### src/rtl/score_bcd_display_pkg.sv
// Segment codes (active-low, bit order {g..a}), FSM state type and constant helpers
// shared by the score display datapath and its digit decoders.
package score_display_pkg;

  localparam logic [6:0] SEG_0     = 7'b100_0000;
  localparam logic [6:0] SEG_1     = 7'b111_1001;
  localparam logic [6:0] SEG_2     = 7'b010_0100;
  localparam logic [6:0] SEG_3     = 7'b011_0000;
  localparam logic [6:0] SEG_4     = 7'b001_1001;
  localparam logic [6:0] SEG_5     = 7'b001_0010;
  localparam logic [6:0] SEG_6     = 7'b000_0010;
  localparam logic [6:0] SEG_7     = 7'b111_1000;
  localparam logic [6:0] SEG_8     = 7'b000_0000;
  localparam logic [6:0] SEG_9     = 7'b001_1000;
  localparam logic [6:0] SEG_BLANK = 7'b111_1111;
  localparam logic [6:0] SEG_DASH  = 7'b011_1111;

  typedef enum logic [1:0] {
    ST_IDLE  = 2'd0,
    ST_SHIFT = 2'd1,
    ST_LATCH = 2'd2
  } state_t;

  function automatic logic [6:0] seg_lookup(input logic [3:0] nib);
    case (nib)
      4'd0:    seg_lookup = SEG_0;
      4'd1:    seg_lookup = SEG_1;
      4'd2:    seg_lookup = SEG_2;
      4'd3:    seg_lookup = SEG_3;
      4'd4:    seg_lookup = SEG_4;
      4'd5:    seg_lookup = SEG_5;
      4'd6:    seg_lookup = SEG_6;
      4'd7:    seg_lookup = SEG_7;
      4'd8:    seg_lookup = SEG_8;
      4'd9:    seg_lookup = SEG_9;
      default: seg_lookup = SEG_DASH;
    endcase
  endfunction

  function automatic logic [63:0] pow10(input int n);
    pow10 = 64'd1;
    for (int i = 0; i < n; i++) begin
      pow10 = pow10 * 64'd10;
    end
  endfunction

endpackage

### src/rtl/score_bcd_display_if.sv
// Score-to-display bus: load/busy request handshake plus the latched BCD/segment result.
// The score source drives the master side; the converter is the slave.
interface score_bcd_display_if #(
  parameter int BIN_W  = 9,
  parameter int DIGITS = 3
);
  logic [BIN_W-1:0]    score;
  logic                load;
  logic                busy;
  logic                done;
  logic                overflow;
  logic [4*DIGITS-1:0] bcd;
  logic [7*DIGITS-1:0] hex;

  modport master (
    output score, load,
    input  busy, done, overflow, bcd, hex
  );

  modport slave (
    input  score, load,
    output busy, done, overflow, bcd, hex
  );
endinterface

### src/rtl/score_bcd_display_seg7_digit.sv
// Combinational nibble -> seven-segment decoder with blank override; zero latency.
// Non-BCD nibbles show a dash; ACTIVE_LOW=0 inverts every code including blank.
module seg7_digit
  import score_display_pkg::*;
#(
  parameter int ACTIVE_LOW = 1
) (
  input  logic [3:0] i_nib,
  input  logic       i_blank,
  output logic [6:0] o_seg
);

  logic [6:0] w_code;

  always_comb begin
    w_code = i_blank ? SEG_BLANK : seg_lookup(i_nib);
  end

  assign o_seg = (ACTIVE_LOW != 0) ? w_code : ~w_code;

endmodule

### src/rtl/score_bcd_display.sv
// Sequential double-dabble score -> DIGITS BCD digits -> seven-segment, with blanking/saturation.
// Done pulses BIN_W+2 clocks after load is taken; load while busy is dropped (no queueing).
module score_bcd_display
  import score_display_pkg::*;
#(
  parameter int BIN_W      = 9,
  parameter int DIGITS     = 3,
  parameter int BLANK_LZ   = 1,
  parameter int ACTIVE_LOW = 1
) (
  input  logic                 clk,
  input  logic                 reset,
  score_bcd_display_if.slave   bus
);

  localparam int BCD_W = 4 * DIGITS;
  localparam int ACC_W = BCD_W + 4;
  localparam int NIBS  = ACC_W / 4;
  localparam int CNT_W = $clog2(BIN_W + 1);
  localparam logic [63:0] MAX_VAL = pow10(DIGITS) - 64'd1;

  function automatic logic [7*DIGITS-1:0] hex_reset();
    logic [6:0] code;
    hex_reset = '0;
    for (int i = 0; i < DIGITS; i++) begin
      code = (i == 0 || BLANK_LZ == 0) ? SEG_0 : SEG_BLANK;
      if (ACTIVE_LOW == 0) code = ~code;
      hex_reset[7*i +: 7] = code;
    end
  endfunction

  localparam logic [7*DIGITS-1:0] HEX_RST = hex_reset();

  state_t              r_state;
  state_t              w_state_nxt;
  logic                w_start;
  logic                w_shift;
  logic                w_latch;

  logic [BIN_W-1:0]    r_bin;
  logic [ACC_W-1:0]    r_acc;
  logic [CNT_W-1:0]    r_cnt;
  logic                r_ovf_q;

  logic [ACC_W-1:0]    w_adj;
  logic [BCD_W-1:0]    w_bcd_sat;
  logic [DIGITS-1:0]   w_blank;
  logic                w_hi_zero;
  logic [7*DIGITS-1:0] w_hex;

  logic [BCD_W-1:0]    r_bcd;
  logic [7*DIGITS-1:0] r_hex;
  logic                r_ovf;
  logic                r_done;

  always_ff @(posedge clk or posedge reset) begin
    if (reset) r_state <= ST_IDLE;
    else       r_state <= w_state_nxt;
  end

  // SHIFT spends one extra cycle at count zero so results land BIN_W+2 edges after load.
  always_comb begin
    w_state_nxt = r_state;
    w_start     = 1'b0;
    w_shift     = 1'b0;
    w_latch     = 1'b0;
    case (r_state)
      ST_IDLE: begin
        if (bus.load) begin
          w_start     = 1'b1;
          w_state_nxt = ST_SHIFT;
        end
      end
      ST_SHIFT: begin
        if (r_cnt == '0) w_state_nxt = ST_LATCH;
        else             w_shift     = 1'b1;
      end
      ST_LATCH: begin
        w_latch     = 1'b1;
        w_state_nxt = ST_IDLE;
      end
      default: w_state_nxt = ST_IDLE;
    endcase
  end

  always_comb begin
    w_adj = r_acc;
    for (int i = 0; i < NIBS; i++) begin
      if (r_acc[4*i +: 4] >= 4'd5) w_adj[4*i +: 4] = r_acc[4*i +: 4] + 4'd3;
    end
  end

  always_ff @(posedge clk or posedge reset) begin
    if (reset) begin
      r_bin   <= '0;
      r_acc   <= '0;
      r_cnt   <= '0;
      r_ovf_q <= 1'b0;
    end else if (w_start) begin
      r_bin   <= bus.score;
      r_acc   <= '0;
      r_cnt   <= CNT_W'(BIN_W);
      r_ovf_q <= (64'(bus.score) > MAX_VAL);
    end else if (w_shift) begin
      r_acc   <= ACC_W'({w_adj, r_bin[BIN_W-1]});
      r_bin   <= {r_bin[BIN_W-2:0], 1'b0};
      r_cnt   <= r_cnt - 1'b1;
    end
  end

  assign w_bcd_sat = r_ovf_q ? {DIGITS{4'h9}} : r_acc[BCD_W-1:0];

  // Walk from the top digit down: a digit blanks only while everything above it is zero.
  always_comb begin
    w_blank   = '0;
    w_hi_zero = 1'b1;
    for (int i = DIGITS - 1; i >= 1; i--) begin
      w_hi_zero  = w_hi_zero && (w_bcd_sat[4*i +: 4] == 4'h0);
      w_blank[i] = (BLANK_LZ != 0) && !r_ovf_q && w_hi_zero;
    end
  end

  for (genvar g = 0; g < DIGITS; g++) begin : g_digit
    seg7_digit #(
      .ACTIVE_LOW (ACTIVE_LOW)
    ) u_seg (
      .i_nib   (w_bcd_sat[4*g +: 4]),
      .i_blank (w_blank[g]),
      .o_seg   (w_hex[7*g +: 7])
    );
  end

  always_ff @(posedge clk or posedge reset) begin
    if (reset) begin
      r_bcd  <= '0;
      r_hex  <= HEX_RST;
      r_ovf  <= 1'b0;
      r_done <= 1'b0;
    end else begin
      r_done <= w_latch;
      if (w_latch) begin
        r_bcd <= w_bcd_sat;
        r_hex <= w_hex;
        r_ovf <= r_ovf_q;
      end
    end
  end

  assign bus.busy     = (r_state != ST_IDLE);
  assign bus.done     = r_done;
  assign bus.overflow = r_ovf;
  assign bus.bcd      = r_bcd;
  assign bus.hex      = r_hex;

endmodule

### src/flat_wrapper.sv
// flat-port wrapper written by rule: the top's interface ports become plain ports
module score_bcd_display_flat import score_display_pkg::*;
#(
  parameter int BIN_W      = 9,
  parameter int DIGITS     = 3,
  parameter int BLANK_LZ   = 1,
  parameter int ACTIVE_LOW = 1
)
  (clk, reset, bus_score, bus_load, bus_busy, bus_done, bus_overflow, bus_bcd, bus_hex);
  score_bcd_display_if #(.BIN_W(BIN_W), .DIGITS(DIGITS)) bus_i ();
  input  logic clk;
  input  logic reset;
  input wire logic [$bits(bus_i.score)-1:0] bus_score;
  input wire logic [$bits(bus_i.load)-1:0] bus_load;
  output wire logic [$bits(bus_i.busy)-1:0] bus_busy;
  output wire logic [$bits(bus_i.done)-1:0] bus_done;
  output wire logic [$bits(bus_i.overflow)-1:0] bus_overflow;
  output wire logic [$bits(bus_i.bcd)-1:0] bus_bcd;
  output wire logic [$bits(bus_i.hex)-1:0] bus_hex;
  assign bus_i.score = bus_score;
  assign bus_i.load = bus_load;
  assign bus_busy = bus_i.busy;
  assign bus_done = bus_i.done;
  assign bus_overflow = bus_i.overflow;
  assign bus_bcd = bus_i.bcd;
  assign bus_hex = bus_i.hex;
  score_bcd_display #(.BIN_W(BIN_W), .DIGITS(DIGITS), .BLANK_LZ(BLANK_LZ), .ACTIVE_LOW(ACTIVE_LOW)) u_core (.clk(clk), .reset(reset), .bus(bus_i));
endmodule
### config.mk
export PLATFORM = sky130hd
export DESIGN_NAME = score_bcd_display_flat
export DESIGN_NICKNAME = d
export VERILOG_FILES = /design/src/rtl/score_bcd_display_pkg.sv /design/src/rtl/score_bcd_display_if.sv /design/src/rtl/score_bcd_display_seg7_digit.sv /design/src/rtl/score_bcd_display.sv /design/src/flat_wrapper.sv
export SDC_FILE = /design/constraint.sdc
export NUM_CORES = 1
export LEC_CHECK = 0
export CAP_MARGIN = 20
export CORE_UTILIZATION = 28
export CTS_CLUSTER_SIZE = 40
export DETAILED_ROUTE_END_ITERATION = 10
export GPL_TIMING_DRIVEN = 0
export HOLD_SLACK_MARGIN = 0.1
export PLACE_DENSITY = 0.56
export SLEW_MARGIN = 20
export SYNTH_ARGS = -nofsm -noshare
export SYNTH_HDL_FRONTEND = slang
export SYNTH_SLANG_ARGS = --single-unit
### constraint.sdc
create_clock -name clk -period 2.4 [get_ports clk]
set_input_delay 0.24 -clock clk [delete_from_list [all_inputs] [get_ports clk]]
set_output_delay 0.24 -clock clk [all_outputs]
set_load 0.005 [all_outputs]
# Word-level counts from Yosys, hierarchy flattened
# Memory sizes are Yosys's and may differ from the RTL's. A register that Yosys moved wholly into a read port is not among the register bits.
# Cells that the tools add are included.
# word_totals
word_cells,51
in_bits,12
reg_bits,65
output_inout_bits,36
romBits,336
mem_count,3
# classes
muxes,20
eq_ne,4
n_addsub,5
n_reduce_logical,8
n_lt_le_gt_ge,4
# memory_table
memory,depth,width,read_ports,rd_ports_with_merged_regs,write_ports,line_no,source
(name not given),16,7,1,1,0,score_bcd_display_pkg.sv:25,case (nib)
(name not given),16,7,1,0,0,score_bcd_display_pkg.sv:25,
(name not given),16,7,1,0,0,score_bcd_display_pkg.sv:25,
# ops
op,count
$mux W16,2
$mux W4,5
$mux W9,2
$ge A4 B3 Y1 const B,4
$mux W7,2
$add A4 B2 Y4 const B,3
$logic_not A4 Y1,3
$mux W1,5
$mux W2,2
$pmux W2 S2,1
$reduce_bool A2 Y1,2
$sub A4 B1 Y4 const B,1
$add A3 B2 Y3 const B,1
$mux W3,1
$eq A2 B1 Y1 const B,1
$eq A2 B2 Y1 const B,1
$logic_not A2 Y1,1
$ne A2 B1 Y1 const B,1
$ne A2 B2 Y1 const B,1
$reduce_and A2 Y1,1
$logic_and A1 B1 Y1,1

# Longest topological paths before layout
# Gate-level depths: netlist (run 1).
# depth
ltp_word,5
depth_mapped,8
depth_no_buf,6

# Hierarchy
# A second synthesis (run 1) with hierarchy kept.
# unflattened
cells_unflattened,339
area_unflattened_um2,3409.5
# by_module_without_submodules
module,area_each_um2,n_inst,seq_area_each_um2,cells_per_inst
score_bcd_display,2725.1,1,1545.2,234
seg7_digit at u_core.g_digit[1].u_seg ...,241.5,2,0.0,37
seg7_digit at u_core.g_digit[0].u_seg,201.4,1,0.0,31

# Worst setup path before layout (run 1)
# No wires, ideal clock.
# synth_timing
path_kind,register -> register
from,reg u_core.r_acc[1]
to,reg u_core.r_acc[2]
setup_ns,0.083
t_required_ns,2.317
path_buffers,0
arrival_time_ns,1.578
stages_incl_launch_ff,7
synth_period_minus_slack_ns,1.660
setup_slack_ns,0.740
path_cell_list,dfrtp_1 inv_1 ha_1 nand2b_1 a21oi_1 mux2_2 o21ai_0
# synth_via
elab_chain_len,4
elab_cells_between_ends,5
classes_between,add/sub: 1; order compare: 1; mux: 3
# synth_rtl
item,line_no,source
"start, declared",score_bcd_display.sv:41,logic [ACC_W-1:0] r_acc;
"start signal, assigned",score_bcd_display.sv:105,"r_acc <= ACC_W'({w_adj, r_bin[BIN_W-1]});"
$add A4 B2 Y4 or $ge A4 B3 Y1 (tied branches),score_bcd_display.sv:89,if (r_acc[4*i +: 4] >= 4'd5) w_adj[4*i +: 4] = r_acc[4*i +: 4] + 4'd3;
$mux W4 (*),score_bcd_display.sv:89,
$mux W16 (*),score_bcd_display.sv:104,end else if (w_shift) begin
$mux W16 (*),score_bcd_display.sv:99,end else if (w_start) begin
# Mark *: on every way between the ends. The rest lies on a longest branch, timed or not. The select of a mux whose other input is x is not followed.
# A chain may end at the register's enable or synchronous reset.

# Final worst setup path (run 1)
# Same ends and word-level chain as after synthesis.

==> impl_results.md, run 1 <==
* GRT Max-Usage Layer: met2
* I/O Pins at between 40 and 50
* Power Total at roughly 0.0055 W
* Worst setup path startpoint: u_core.r_acc[1]$_DFFE_PP0P_
* Worst-Skew Late Latency at 0.35 ns
* Layout Cell Area excl Fill at 0.00399 mm^2
* Rel. slew slack at approximately three fifths
* Reg clk slew, reported paths at about 0.070 ns
* Post-CTS Resized at 0
* CTS Sinks at 61
* Cells after Synth at around 340
* Max-Cap Viols at 0
* Area grow syn2layout at 27.1%
* Aggregate global-route resource usage at between 10% and 20%
* Finished Layout Cells at 545
* RSZ-0062 raised after global routing: no
* Post-synth top area cell: dfrtp_1
* Worst Max-Slew Pin Slew at about 0.57 ns
* Largest net degree at the start of global routing at 40
* Antenna diodes at 0
* Outcome: finished, final reports clean
* Crit-path max FO at 8
* WP buf/inv at 1
* PwrDens at between 1000 and 1500 mW/mm^2
* Reg2reg setup slack at slightly above 0.4 ns
* Fin. max-slew vios at 0
* Detailed Routing Iterations Pass 1 at 4
* Number of remaining DRC errors at 0
* Share of cells above drive strength 1 at between 10% and 20%
* Antenna violations before repair at 0
* First-pass GRT wire length at ~13 mm
* Finish-stage setup viols at 0
* Crit path launch type: register
* Synth area leaders: dfrtp_1, dfstp_2, nand2_1
* Commonest non-fill, non-tap cells in the layout: nand2_1, clkdlybuf4s50_1, dfrtp_1
* Most used DFF post-synth: dfrtp_1
* CTS Buffer Depth at 2
* Final-stage net count at between 400 and 500
* Minimum clock period at just under 2 ns
* DRT iter0 DRCs at 77
* HPWL after DPL at roughly 5.3 mm
* Routed vias at between 2k and 3k
* Hold-fix buffers, CTS at 0
* Post-route ant nets at 0
* Placed cell areas at ~0.0038 mm^2
* Max incr delay on CP at about 0.47 ns
* Die Area at about 0.012 mm^2
* Port-buffer cells at 46
* Critical path data arrival time at approximately 2.2 ns
* Max VDD drop at 0.453 mV
* Ys Warns at 0
* CTS tree: done
* # rows at 38
* Cell Chain, Critical Path: inv_1 -> ha_1 -> nand2b_1 -> a21oi_1 -> mux2_2 -> o21ai_0
* GRT met3 Usage at ~4.1%
* Setup crit end kind: register
* Post-synth top area share at 36.7%
* Mapped Avg Cell Area at approximately 9.2 um^2
* Post-Route Utilization at between 30 and 40%
* R2R Path Start: u_core.r_acc[1]$_DFFE_PP0P_
* Crit path max-delay family: compound AO/OA/AOI/OAI gates
* Worst Skew at roughly 0.0097 ns
* Mapped Area at between 0.003 and 0.004 mm^2
* Die height at 108 um
* GR Util met1 at 17.9%
* DRT Wirelength at between 7 and 8 mm
* M2 GR Usage at 23.2%
* TritonCTS Buffers at 9
* Root Driver: clkbuf_8
* Async set-reset flop share out of synthesis at 100%
* Vias in the first global route at 2584
* GRT overflow at 0
* Initial core utilization at 28.8%
* TNS Setup at 0 ns
* Core Box Area at 0.0109 mm^2
* Placed cells at approximately 530
* Hold Path Class: in -> async
* Vias/cell at between 4 and 5
* Synthesized net count at between 300 and 400
* Die width at 108 um
* Commonest non-fill, non-tap cell in the layout: nand2_1
* Yosys cell types at between 40 and 50
* Number of flops mapped to enable cells by yosys at 0
* Routability cong. at slightly above 0.8
* CP Class: reg -> reg
* Wire per inst at 13.8 um
* Required @ worst endpoint at approximately 2.7 ns
* Register area share after synthesis at between 40% and 50%
* Final worst path period share at 82.7%
* Slowest library cell on the worst path: dfrtp_1
* Flops & latches, synth at 61
* CTS H-Tree Depth at 3
* Peak Freq at ~500 MHz
* Post-CTS Setup Repair Bufs at 0
* Hold Violations, Final at 0
* Cell leakage power at 1.76 nW
-- where the power goes --
group / switching (W) / internal, W / total (W)
sequential: 0.000332 / 0.00155 / 0.00189
combinational: 0.00139 / 0.00131 / 0.00270
clock: 0.000413 / 0.000505 / 0.000918
-- synth_stat cells, drive strengths merged (3+ instances only) --
cell type / n
inv: 16
nand2b: 11
a21oi: 23
dfstp: 15
nor3: 4
nor2: 21
o21ai: 32
nand2: 62
o31ai: 4
clkbuf: 11
mux2: 3
dfrtp: 46
mux2i: 3
nor3b: 3
a211oi: 6
a31oi: 5
ha: 18
xnor2: 4
nand3: 24
buf: 11
-- sequential cells by signal, indices dropped and copies added, names as in the netlist --
| register | cells |
|---|---|
| u_core.bus.done | 1 |
| u_core.r_cnt | 4 |
| u_core.r_bin | 9 |
| u_core.r_state | 2 |
| u_core.r_acc | 12 |
| u_core.bus.hex | 21 |
| u_core.bus.bcd | 12 |
-- through the flow --
stage | hold WS, ns | setup slack (ns)
final | 0.207 | 0.414
after global routing | 0.226 | 0.272
after CTS | 0.205 | 0.421
after detailed placement | 0.449 | 0.447
after global placement | 0.444 | -0.475
after floorplan | 0.345 | 0.672
-- layer usage --
layer	up-vias	share of wire, %
met5	-	0
met4	0	1.4
met3	12	4.1
met2	64	47
met1	1215	48
li1	1278	-
-- worst reg2reg max path: cells and delay by family, from the launching register on --
kind	cells	cell delay [ns]
compound gates	2	0.50
flops	1	0.47
mux	1	0.39
fa+ha+maj	1	0.24
simple gates	1	0.16
buf+inv	1	0.15
-- worst paths after layout --
check	to	cells past startpoint
max in group asynchronous	u_core.bus.hex[6]$_DFFE_PP1P_	3
worst min-delay path	u_core.bus.bcd[11]$_DFFE_PP0P_	2
worst max-delay path	u_core.r_acc[2]$_DFFE_PP0P_	6
worst min register to register	u_core.bus.hex[13]$_DFFE_PP1P_	2
min in group clk	u_core.r_bin[0]$_DFFE_PP0P_	3
worst max register to register	u_core.r_acc[2]$_DFFE_PP0P_	6
-- final cells by class --
| type | instances | area [um^2] |
|---|---|---|
| Buffer | 22 | 114 |
| Clock buffer | 12 | 145 |
| Clock inverter | 4 | 47.5 |
| Fill cell | 1143 | 6900 |
| Inverter | 16 | 62.6 |
| Multi-Input combinational cell | 243 | 1420 |
| Sequential cell | 61 | 1550 |
| Tap cell | 140 | 175 |
| Timing Repair Buffer | 47 | 480 |
-- cell families after synthesis --
family	Yosys count	share of synthesized area, %
xor+xnor	4	1.12
buf+inv	38	5.54
fa+ha+maj	18	7.17
mux	6	2.03
simple gates	131	19.0
compound gates	83	15.8
flops	61	49.2
other cells	1	0.119
(Power assumes the default switching activity.)
==> run 2, diff against run 1 <==
==> constraint.sdc (replaced) <==
create_clock -name clk -period 1.85 [get_ports clk]
set_input_delay 0.185 -clock clk [delete_from_list [all_inputs] [get_ports clk]]
set_output_delay 0.185 -clock clk [all_outputs]
set_load 0.005 [all_outputs]
==> run 2 against run 1 <==
Against the previous run: die area did not move; sequential power rose by 31%; hold slack got worse by 0.058 ns; critical path depth did not move.
==> impl_results.md, run 2 (synthesized netlist as in run 1, its figures left out) <==
* Core Box Area at 0.0109 mm^2
* CTS Buffer Depth at 2
* Crit-path max FO at 6
* CTS Sinks at 61
* Max-Cap Viols at 0
* Root Driver: clkbuf_8
* Share of cells above drive strength 1 at ~15%
* Slowest library cell on the worst path: dfrtp_1
* Post-Route Utilization at a little under two fifths
* Outcome: finished, final reports clean
* Worst-Skew Late Latency at 0.35 ns
* Die Area at between 0.01 and 0.015 mm^2
* CP Class: reg -> reg
* CTS H-Tree Depth at 3
* Setup crit end kind: register
* Max VDD drop at approximately 0.59 mV
* Detailed Routing Iterations Pass 1 at 4
* Area grow syn2layout at 28.1%
* I/O Pins at 48
* Fin. max-slew vios at 0
* CTS tree: done
* Hold-fix buffers, CTS at 0
* GRT overflow at 0
* Required @ worst endpoint at approximately 2.1 ns
* Placed cells at 529
* Routed vias at approximately 2.6k
* Antenna diodes at 0
* Antenna violations before repair at 0
* Die height at about 110 um
* Max incr delay on CP at about 0.46 ns
* Routability cong. at just over 0.8
* Rel. slew slack at 61.3%
* TritonCTS Buffers at 9
* Number of remaining DRC errors at 0
* Cell Chain, Critical Path: inv_1 -> ha_2 -> nand2b_1 -> a21oi_2 -> mux2_2 -> o21ai_0
* Vias/cell at 4.72
* RSZ-0062 raised after global routing: no
* Power Total at approximately 0.0072 W
* Largest register FFs at 21
* Final worst path period share at a little over nine tenths
* # rows at 38
* Post-route ant nets at 0
* Largest net degree at the start of global routing at 40
* Finish-stage setup viols at 0
* Worst Skew at approximately 0.010 ns
* Commonest non-fill, non-tap cell in the layout: nand2_1
* Setup WS post-layout at between 0.09 and 0.1 ns
* HPWL after DPL at between 5 and 6 mm
* Aggregate global-route resource usage at 14.2%
* Setup WS pre-CTS at -0.103 ns
* Port-buffer cells at 46
* Worst Max-Slew Pin Slew at 0.580 ns
* Peak Freq at between 500 and 600 MHz
* DRT Wirelength at about 7.6 mm
* Hold Violations, Final at 0
* PwrDens at around 1800 mW/mm^2
* Vias in the first global route at between 2k and 3k
* Hold Path Class: in -> async
* Wire per inst at 13.8 um
* Commonest non-fill, non-tap cells in the layout: nand2_1, clkdlybuf4s50_1, dfrtp_1
* TNS Setup at 0 ns
* Reg clk slew, reported paths at 0.08 ns
* Final-stage net count at about 430
* Critical path data arrival time at 2.02 ns
* Die width at approximately 110 um
* Initial core utilization at around 29%
* Crit path launch type: register
* First-pass GRT wire length at around 13 mm
* Minimum clock period at approximately 1.8 ns
* Cell leakage power at roughly 1.8 nW
* DRT iter0 DRCs at 82
* Finished Layout Cells at ~550
## run 2: cell types whose count changed in the layout (fill, tap and decap cells not counted), sizes merged
cell | before | now
buf | 12 | 13
## run 2: layout make-up
cell class / count / area (um^2)
tap: 140 / 175
clock buffer: 12 / 145
buffer: 22 / 114
multi-input combinational: 243 / 1440
inverter: 16 / 62.6
timing repair buffer: 48 / 488
clock inverter: 4 / 47.5
fill: 1140 / 6870
sequential: 61 / 1550
## run 2: layer usage
layer / global-route usage (%) / wire length, um / vias up
met2: 23.2 / 3540 / 55
met1: 17.9 / 3630 / 1230
met5: 0 / 0 / -
met3: 4.12 / 298 / 13
met4: 4.50 / 90 / 0
li1: - / - / 1281
## run 2: worst paths after layout
check	start	end	slack (ns)	cells after the start
worst max-delay path	u_core.r_acc[4]$_DFFE_PP0P_	u_core.r_acc[6]$_DFFE_PP0P_	0.1	6
worst min-delay path	reset	u_core.bus.bcd[11]$_DFFE_PP0P_	0.15	2
worst max register to register	u_core.r_acc[4]$_DFFE_PP0P_	u_core.r_acc[6]$_DFFE_PP0P_	0.1	6
worst min register to register	u_core.bus.hex[13]$_DFFE_PP1P_	u_core.bus.hex[13]$_DFFE_PP1P_	0.45	2
max in group asynchronous	reset	u_core.bus.hex[6]$_DFFE_PP1P_	1.14	3
min in group clk	bus_score[0]	u_core.r_bin[0]$_DFFE_PP0P_	0.37	3
## run 2: worst max-delay path: cells and delay by family (launching register included)
family / cells / cell delay (ns)
AO/OA/AOI/OAI: 2 / 0.35
AND/OR/NAND/NOR: 1 / 0.12
multiplexers: 1 / 0.34
buffers and inverters: 1 / 0.17
adder cells (fa/ha/maj): 1 / 0.24
flip-flops: 1 / 0.46
## run 2: report_power, final
part | internal [W] | switching [W] | leakage, nW | total (W)
registers | 0.00202 | 0.000445 | 0.725 | 0.00247
clock network | 0.000656 | 0.000544 | 0.0964 | 0.00120
logic | 0.00174 | 0.00184 | 0.947 | 0.00358
total | 0.00442 | 0.00283 | 1.77 | 0.00725
## run 2: repair_timing
item / in CTS / in global routing
buffers inserted: 0 / 1
setup endpoints to repair: 1 / 4
resized for setup: 2 / 7
hold endpoints to repair: 0 / 0
pin swaps: 0 / 1
## run 2: through the flow
step | area (um^2) | hold slack, ns
after global placement | 3780 | 0.444
after detailed placement | 3800 | 0.449
after global routing | 4020 | 0.171
final | 4020 | 0.150
after CTS | 4000 | 0.150
after floorplan | 3140 | 0.290
